### src/rtl/bc_pkg.sv
// Shared types and constants for the basic-computer timing unit.
// Holds the default SC width, NUM_T derivation and the S state type.
package bc_pkg;

   localparam int DEF_SC_WIDTH = 4;

   function automatic int num_t(input int w);
      return 2 ** w;
   endfunction

   typedef enum logic {
      HALTED = 1'b0,
      RUN    = 1'b1
   } state_t;

endpackage

### src/rtl/bc_seq_decoder.sv
// One-hot W-to-2**W decoder with enable (also used for opcodes).
// Ports: sel (W bits), en, y (N bits, all-zero when en=0).
module bc_seq_decoder
   import bc_pkg::*;
#(
   parameter int W = DEF_SC_WIDTH,
   parameter int N = num_t(W)
) (
   input  logic [W-1:0] sel,
   input  logic         en,
   output logic [N-1:0] y
);

   always_comb begin
      y = '0;
      if (en) y[sel] = 1'b1;
   end

endmodule

### src/rtl/bc_timing_unit.sv
// Timing sequencer: start/stop flip-flop S, counter SC, T0..T(N-1).
// Ports: clk, rst, start, hlt, sc_clr -> sc, t, running.
// Optional BC_SINGLE_STEP_EN adds step_mode/step to gate SC moves.
module bc_timing_unit
   import bc_pkg::*;
#(
   parameter int SC_WIDTH = DEF_SC_WIDTH,
   parameter int NUM_T    = num_t(SC_WIDTH)
) (
   input  logic                clk,
   input  logic                rst,
   input  logic                start,
   input  logic                hlt,
   input  logic                sc_clr,
`ifdef BC_SINGLE_STEP_EN
   input  logic                step_mode,
   input  logic                step,
`endif
   output logic [SC_WIDTH-1:0] sc,
   output logic [NUM_T-1:0]    t,
   output logic                running
);

   state_t              state_q, state_d;
   logic [SC_WIDTH-1:0] sc_q, sc_d;
   logic                adv;

`ifdef BC_SINGLE_STEP_EN
   assign adv = !step_mode || step;
`else
   assign adv = 1'b1;
`endif

   always_ff @(posedge clk or posedge rst) begin
      if (rst) begin
         state_q <= HALTED;
         sc_q    <= '0;
      end else begin
         state_q <= state_d;
         sc_q    <= sc_d;
      end
   end

   // hlt beats sc_clr beats increment; wrap at 2**SC_WIDTH is normal
   always_comb begin
      state_d = state_q;
      sc_d    = sc_q;
      unique case (state_q)
         HALTED: begin
            sc_d = '0;
            if (start) state_d = RUN;
         end
         RUN: begin
            priority case (1'b1)
               hlt: begin
                  state_d = HALTED;
                  sc_d    = '0;
               end
               (adv && sc_clr): sc_d = '0;
               adv:             sc_d = sc_q + SC_WIDTH'(1);
               default:         sc_d = sc_q;
            endcase
         end
         default: begin
            state_d = HALTED;
            sc_d    = '0;
         end
      endcase
   end

   assign sc      = sc_q;
   assign running = (state_q == RUN);

   bc_seq_decoder #(
      .W (SC_WIDTH),
      .N (NUM_T)
   ) u_dec (
      .sel (sc_q),
      .en  (running),
      .y   (t)
   );

endmodule

### config.mk
export PLATFORM = sky130hd
export DESIGN_NAME = bc_timing_unit
export DESIGN_NICKNAME = d
export VERILOG_FILES = /design/src/rtl/bc_pkg.sv /design/src/rtl/bc_seq_decoder.sv /design/src/rtl/bc_timing_unit.sv
export SDC_FILE = /design/constraint.sdc
export NUM_CORES = 1
export LEC_CHECK = 0
export BUFFER_PORTS_ARGS = -buffer_cell sky130_fd_sc_hd__clkbuf_2
export CELL_PAD_IN_SITES_DETAIL_PLACEMENT = 0
export CELL_PAD_IN_SITES_GLOBAL_PLACEMENT = 1
export CORE_MARGIN = 10
export CORE_UTILIZATION = 28
export CTS_BUF_LIST = sky130_fd_sc_hd__clkbuf_4 sky130_fd_sc_hd__clkbuf_8
export DETAILED_ROUTE_END_ITERATION = 7
export PLACE_DENSITY = 0.91
export SYNTH_ARGS = -nofsm -noshare
export SYNTH_HDL_FRONTEND = slang
export SYNTH_SLANG_ARGS = --single-unit
### constraint.sdc
create_clock -name clk -period 1.7 [get_ports clk]
set_clock_uncertainty 0.2 [all_clocks]
set_input_delay 0.255 -clock clk [delete_from_list [all_inputs] [get_ports clk]]
set_output_delay 0.255 -clock clk [all_outputs]
set_load 0.005 [all_outputs]
After elaboration in Yosys (flattened, before gate mapping)
Cells that the tools add are included.
{ "word_totals": {"ff_bits": 5, "input_bits": 5, "output_inout_bits": 21, "elab_cells": 16} }
{ "classes": {"add_sub_neg": 1, "n_lt_le_gt_ge": 2, "n_mux": 9, "bitwise": 1, "reduce_logical": 1} }
{ "op_table": {"columns": ["operator", "count"], "rows": [
  ["16-bit two-way mux", 1],
  ["4-bit two-way mux", 2],
  ["4-bit one-hot mux with 2 select lines", 1],
  ["4-bit by 5-bit less-than comparator with 1-bit output, second input constant", 1],
  ["4-bit by 1-bit adder with 4-bit output, second input constant", 1],
  ["1-bit demux with 4-bit select", 1],
  ["4-bit by 1-bit greater-or-equal comparator with 1-bit output, second input constant", 1],
  ["1-bit two-way mux", 3],
  ["1-bit one-hot mux with 2 select lines", 1],
  ["1-bit logical AND", 1],
  ["1-bit inverter", 1]
]} }

Depth between registers and ports, before layout
{ "depth": {"word_depth": 5, "mapped_depth": 4, "mapped_depth_nobuf": 4} }

Hierarchy
A second synthesis with hierarchy kept.
{ "unflattened": {"cells_unflattened": 42, "hier_area_um2": 342.8} }
{ "modules_own_cells": {"columns": ["mod", "n_inst", "cells_each", "area_each_um2", "seq_area_each_um2"], "rows": [
  ["bc_timing_unit", 1, 19, 225.2, 125.1],
  ["bc_seq_decoder", 1, 23, 117.6, 0.0]
]} }

Least setup slack after synthesis
OpenSTA, ideal clock, no wires.
{ "synth_path": {"path_type": "register to output", "startpoint": "reg sc_q[2], in the netlist sc[2]", "endpoint": "out t[10]", "arrival_ps": 915, "required_time_ps": 1245, "slack_ps": 330, "stages_incl_launch_ff": 4, "n_path_buf": 1, "path_cell_list": "dfrtp_1 buf_2 or2b_1 nor2_1"} }
{ "synth_between": {"elab_chain_len": 5, "word_cells_on_any_way": 6, "classes_between": "order compare: 2; mux: 3; reduce/logical: 1"} }
{ "synth_rtl": {"columns": ["element", "line", "text"], "rows": [
  ["start, declared", "bc_timing_unit.sv:25", "logic [SC_WIDTH-1:0] sc_q, sc_d;"],
  ["start signal, assigned", "bc_timing_unit.sv:37", "sc_q <= '0;"],
  ["start signal, assigned", "bc_timing_unit.sv:40", "sc_q <= sc_d;"],
  ["4-bit by 5-bit less-than comparator with 1-bit output (not written as such) or 4-bit by 1-bit greater-or-equal comparator with 1-bit output (tied branches)", "bc_seq_decoder.sv:16", "if (en) y[sel] = 1'b1;"],
  ["1-bit logical AND (not written as such)", "bc_seq_decoder.sv:16", null],
  ["1-bit two-way mux (not written as such)", "bc_seq_decoder.sv:16", null],
  ["1-bit demux with 4-bit select (*)", null, null],
  ["16-bit two-way mux (*)", "bc_seq_decoder.sv:16", null],
  ["end, declared", "bc_timing_unit.sv:20", "output logic [NUM_T-1:0] t,"]
]} }
Every way passes the cells marked *; elsewhere a longest branch is shown, timed or not.

Final worst setup path
{ "layout_path": {"startpoint": "reg sc_q[0], in the netlist sc[0]", "endpoint": "out t[5]"} }
Same word-level chain as after synthesis.

==> flow_metrics.tcl <==
set metrics [dict create \
    outcome "finished clean" \
    cts_max_path_buffers 2 \
    dieArea_mm2 0.00333 \
    n_antenna_cell 0 \
    clkSinkCount 5 \
    pwr-share-clk 0.424 \
    hold_viol_final 0 \
    final_cells 106 \
    die_height_um 57.7 \
    leakagePower_uw 0.000373 \
    ys_seq_area_frac 0.314 \
    ys_top_cells_by_count "nor2_1 (17), nand2_1 (6), dfrtp_1 (5), inv_1 (5)" \
    clk_pin_slew_worst_paths_ps 40 \
    max_stage_delay_ps 450 \
    core_area_mm2 0.00132 \
    numCtsBuffers 3 \
    syn-num-nets 62 \
    rsz0062_at_grt "true" \
    synth_compound_area_frac 0 \
    r2r_start "running" \
    critPathLaunchType "flip-flop" \
    num_vias 470 \
    yosys-mux-area-fraction 0.0535 \
    cp.required_ps 1240 \
    hp-class "in2reg" \
    die_x_um 57.7 \
    end_kind "output pin" \
    routabilityCongestion 0.802 \
    grt_usage 0.0738 \
    post-route-util 0.561 \
    antenna_found_initial 0 \
    yosysTopAreaCellShare 0.314 \
    nets 101 \
    cts_htree_levels 1 \
    min_from "start" \
    critPathKind "reg2out" \
    crit_chain "buf_6, ha_4, nand2b_1, nor2_1, buf_2" \
    critPathTopFamily "flip-flops" \
    worstMarginPinSlew_ps 257 \
    synth_ff_type "dfrtp_1" \
    fin_setup_tns_ps 0 \
    grt_overflow_total 0 \
    route.detailed.drc 0 \
    num_io_pins 26 \
    wl_per_cell_um 12.0 \
    vias_per_cell 4.43 \
    powerDensity_mw_per_mm2 481 \
    seq_power_share 0.370 \
    cpMaxStageDelayCell "dfrtp_2" \
    grt_pass1_vias 465 \
    clk_latency_ps 240 \
    synth.most_common_cell "nor2_1" \
    path_max_fanout 5 \
    core.rowCount 13 \
    synth_top_family_by_area "simple AND/OR/NAND/NOR gates" \
    ant_nets 0 \
    place_inst 91 \
    area_delta_synth_final_pct 85.8 \
    p_switching_uw 87.3 \
    drt_iter0_markers 7 \
    synthSimpleGateAreaFrac 0.412 \
    synth_seq_cells 5 \
    cts_tree "done" \
    grt_pass1_wl_um 2020 \
    finalSetupViolCount 0 \
    holdWs_ps 29.9 \
    hpwl_um 946 \
    io_buffers 25 \
    fin_crit_ps 1670 \
    arrival_ps 1220 \
    internal-power_uw 268 \
    max-cap-violations 0 \
    fill_cells 126 \
    synth_area_leaders "dfrtp_1 (31%), nor2_1 (16%), ha_1 (13%)" \
    cts_root_buffer "clkbuf_4" \
    syn_area_um2 398 \
    ys_warn_count 0 \
    slew_viol_final 0 \
    netlist_instances 53 \
    postSynthAreaPerCell_um2 7.51 \
    crit_start "sc[0]" \
    vdd_drop_max_v 0.000343 \
    start_util 0.302 \
    fmax_ghz 0.597 \
    drt-total-wl_um 1270 \
    grt_max_degree 13 \
    synth_edf_count 0 \
    drive_gt1_frac 0.681 \
    ys_types 16 \
    dr.pass1.iters 4 \
    slew_headroom 0.826 \
    switching_share 0.246 \
    p_comb_frac 0.206 \
    async_flop_share 1.00 \
    synth_top_area_cell "dfrtp_1" \
    critPathBufInv 2 \
    fin_crit_sh 0.985 \
    post_synth_xor_area_fraction 0.0220 \
    synth_adder_area_share 0.126 \
]
==> cell type report <==
class	count	area, um^2	share of cell area
clock buffer	4	30.0	0.0406
inverter	5	21.3	0.0288
multi-input combinational	41	320	0.433
sequential	5	131	0.178
tap	15	18.8	0.0254
timing repair buffer	36	218	0.294
==> sequential cells by signal, summed over array words and instances, names as in the netlist <==
register and cells:
running 1, sc 4
==> stage by stage <==
stage                     power, uW  instance area [um^2]  worst slack [ps]
final                           355                   739              26.0
after global routing            384                   739             -51.7
after CTS                       340                   642             -3.28
after detailed placement        173                   532               189
after global placement          172                   532               216
after floorplan                 154                   398               330
==> per-layer routing <==
layer	part of all wire	GRT usage	up-vias
li1	-	-	241
met1	0.41	0.0771	212
met2	0.48	0.113	17
met3	0.11	0.0436	0
met4	0	0.0403	0
met5	0	0	-
==> power by group through the flow <==
stage,Sequential (uW),Clock [uW],Combinational [uW]
floorplan,132,0,22.3
global placement,132,0,39.6
detailed placement,133,0,40.6
CTS,132,157,49.9
global route,132,171,81.3
finish,132,151,73.2
==> path summary, 6_finish.rpt <==
check	cells past startpoint	slack, ps	end
setup / recovery	5	30	t[5]
hold / removal	3	30	running
setup reg to reg	3	360	sc[2]
hold reg to reg	2	440	sc[0]
max in group asynchronous	3	880	running
min in group asynchronous	3	230	sc[1]
==> layout by cell type, fill, tap and decap left out, drive strengths merged <==
| master | n |
|---|---|
| nor2 | 17 |
| mux2 | 1 |
| nand3 | 1 |
| and4bb | 1 |
| or3b | 1 |
| nor4b | 1 |
| mux2i | 1 |
| or2b | 1 |
| inv | 5 |
| buf | 18 |
| ha | 4 |
| xnor2 | 1 |
| nand2 | 6 |
| nor3 | 2 |
| clkbuf | 21 |
| dlygate4sd3 | 1 |
| nand2b | 4 |
| dfrtp | 5 |
==> what timing repair did <==
action / 4_1_cts / 5_1_grt
pin swaps: 1 / 8
setup buffers: 7 / 3
gates cloned: 0 / 0
hold buffers: 1 / 0
hold endpoints to repair: 5 / 0
endpoints found under the setup margin: 13 / 16
resized for setup: 7 / 29
==> worst reg2reg max path, cell delays in order (launching register included) <==
cell and delay, ps:
dfrtp_2 410, buf_4 160, or3b_1 390, nor2_1 120
==> logic make-up after synthesis <==
family | Yosys count
xor gates and xnor gates | 1
DFF | 5
buffers and inverters | 7
and+or+nand+nor | 34
muxes | 2
adders and majority gates | 4
Power figures use the tool's default switching activity.
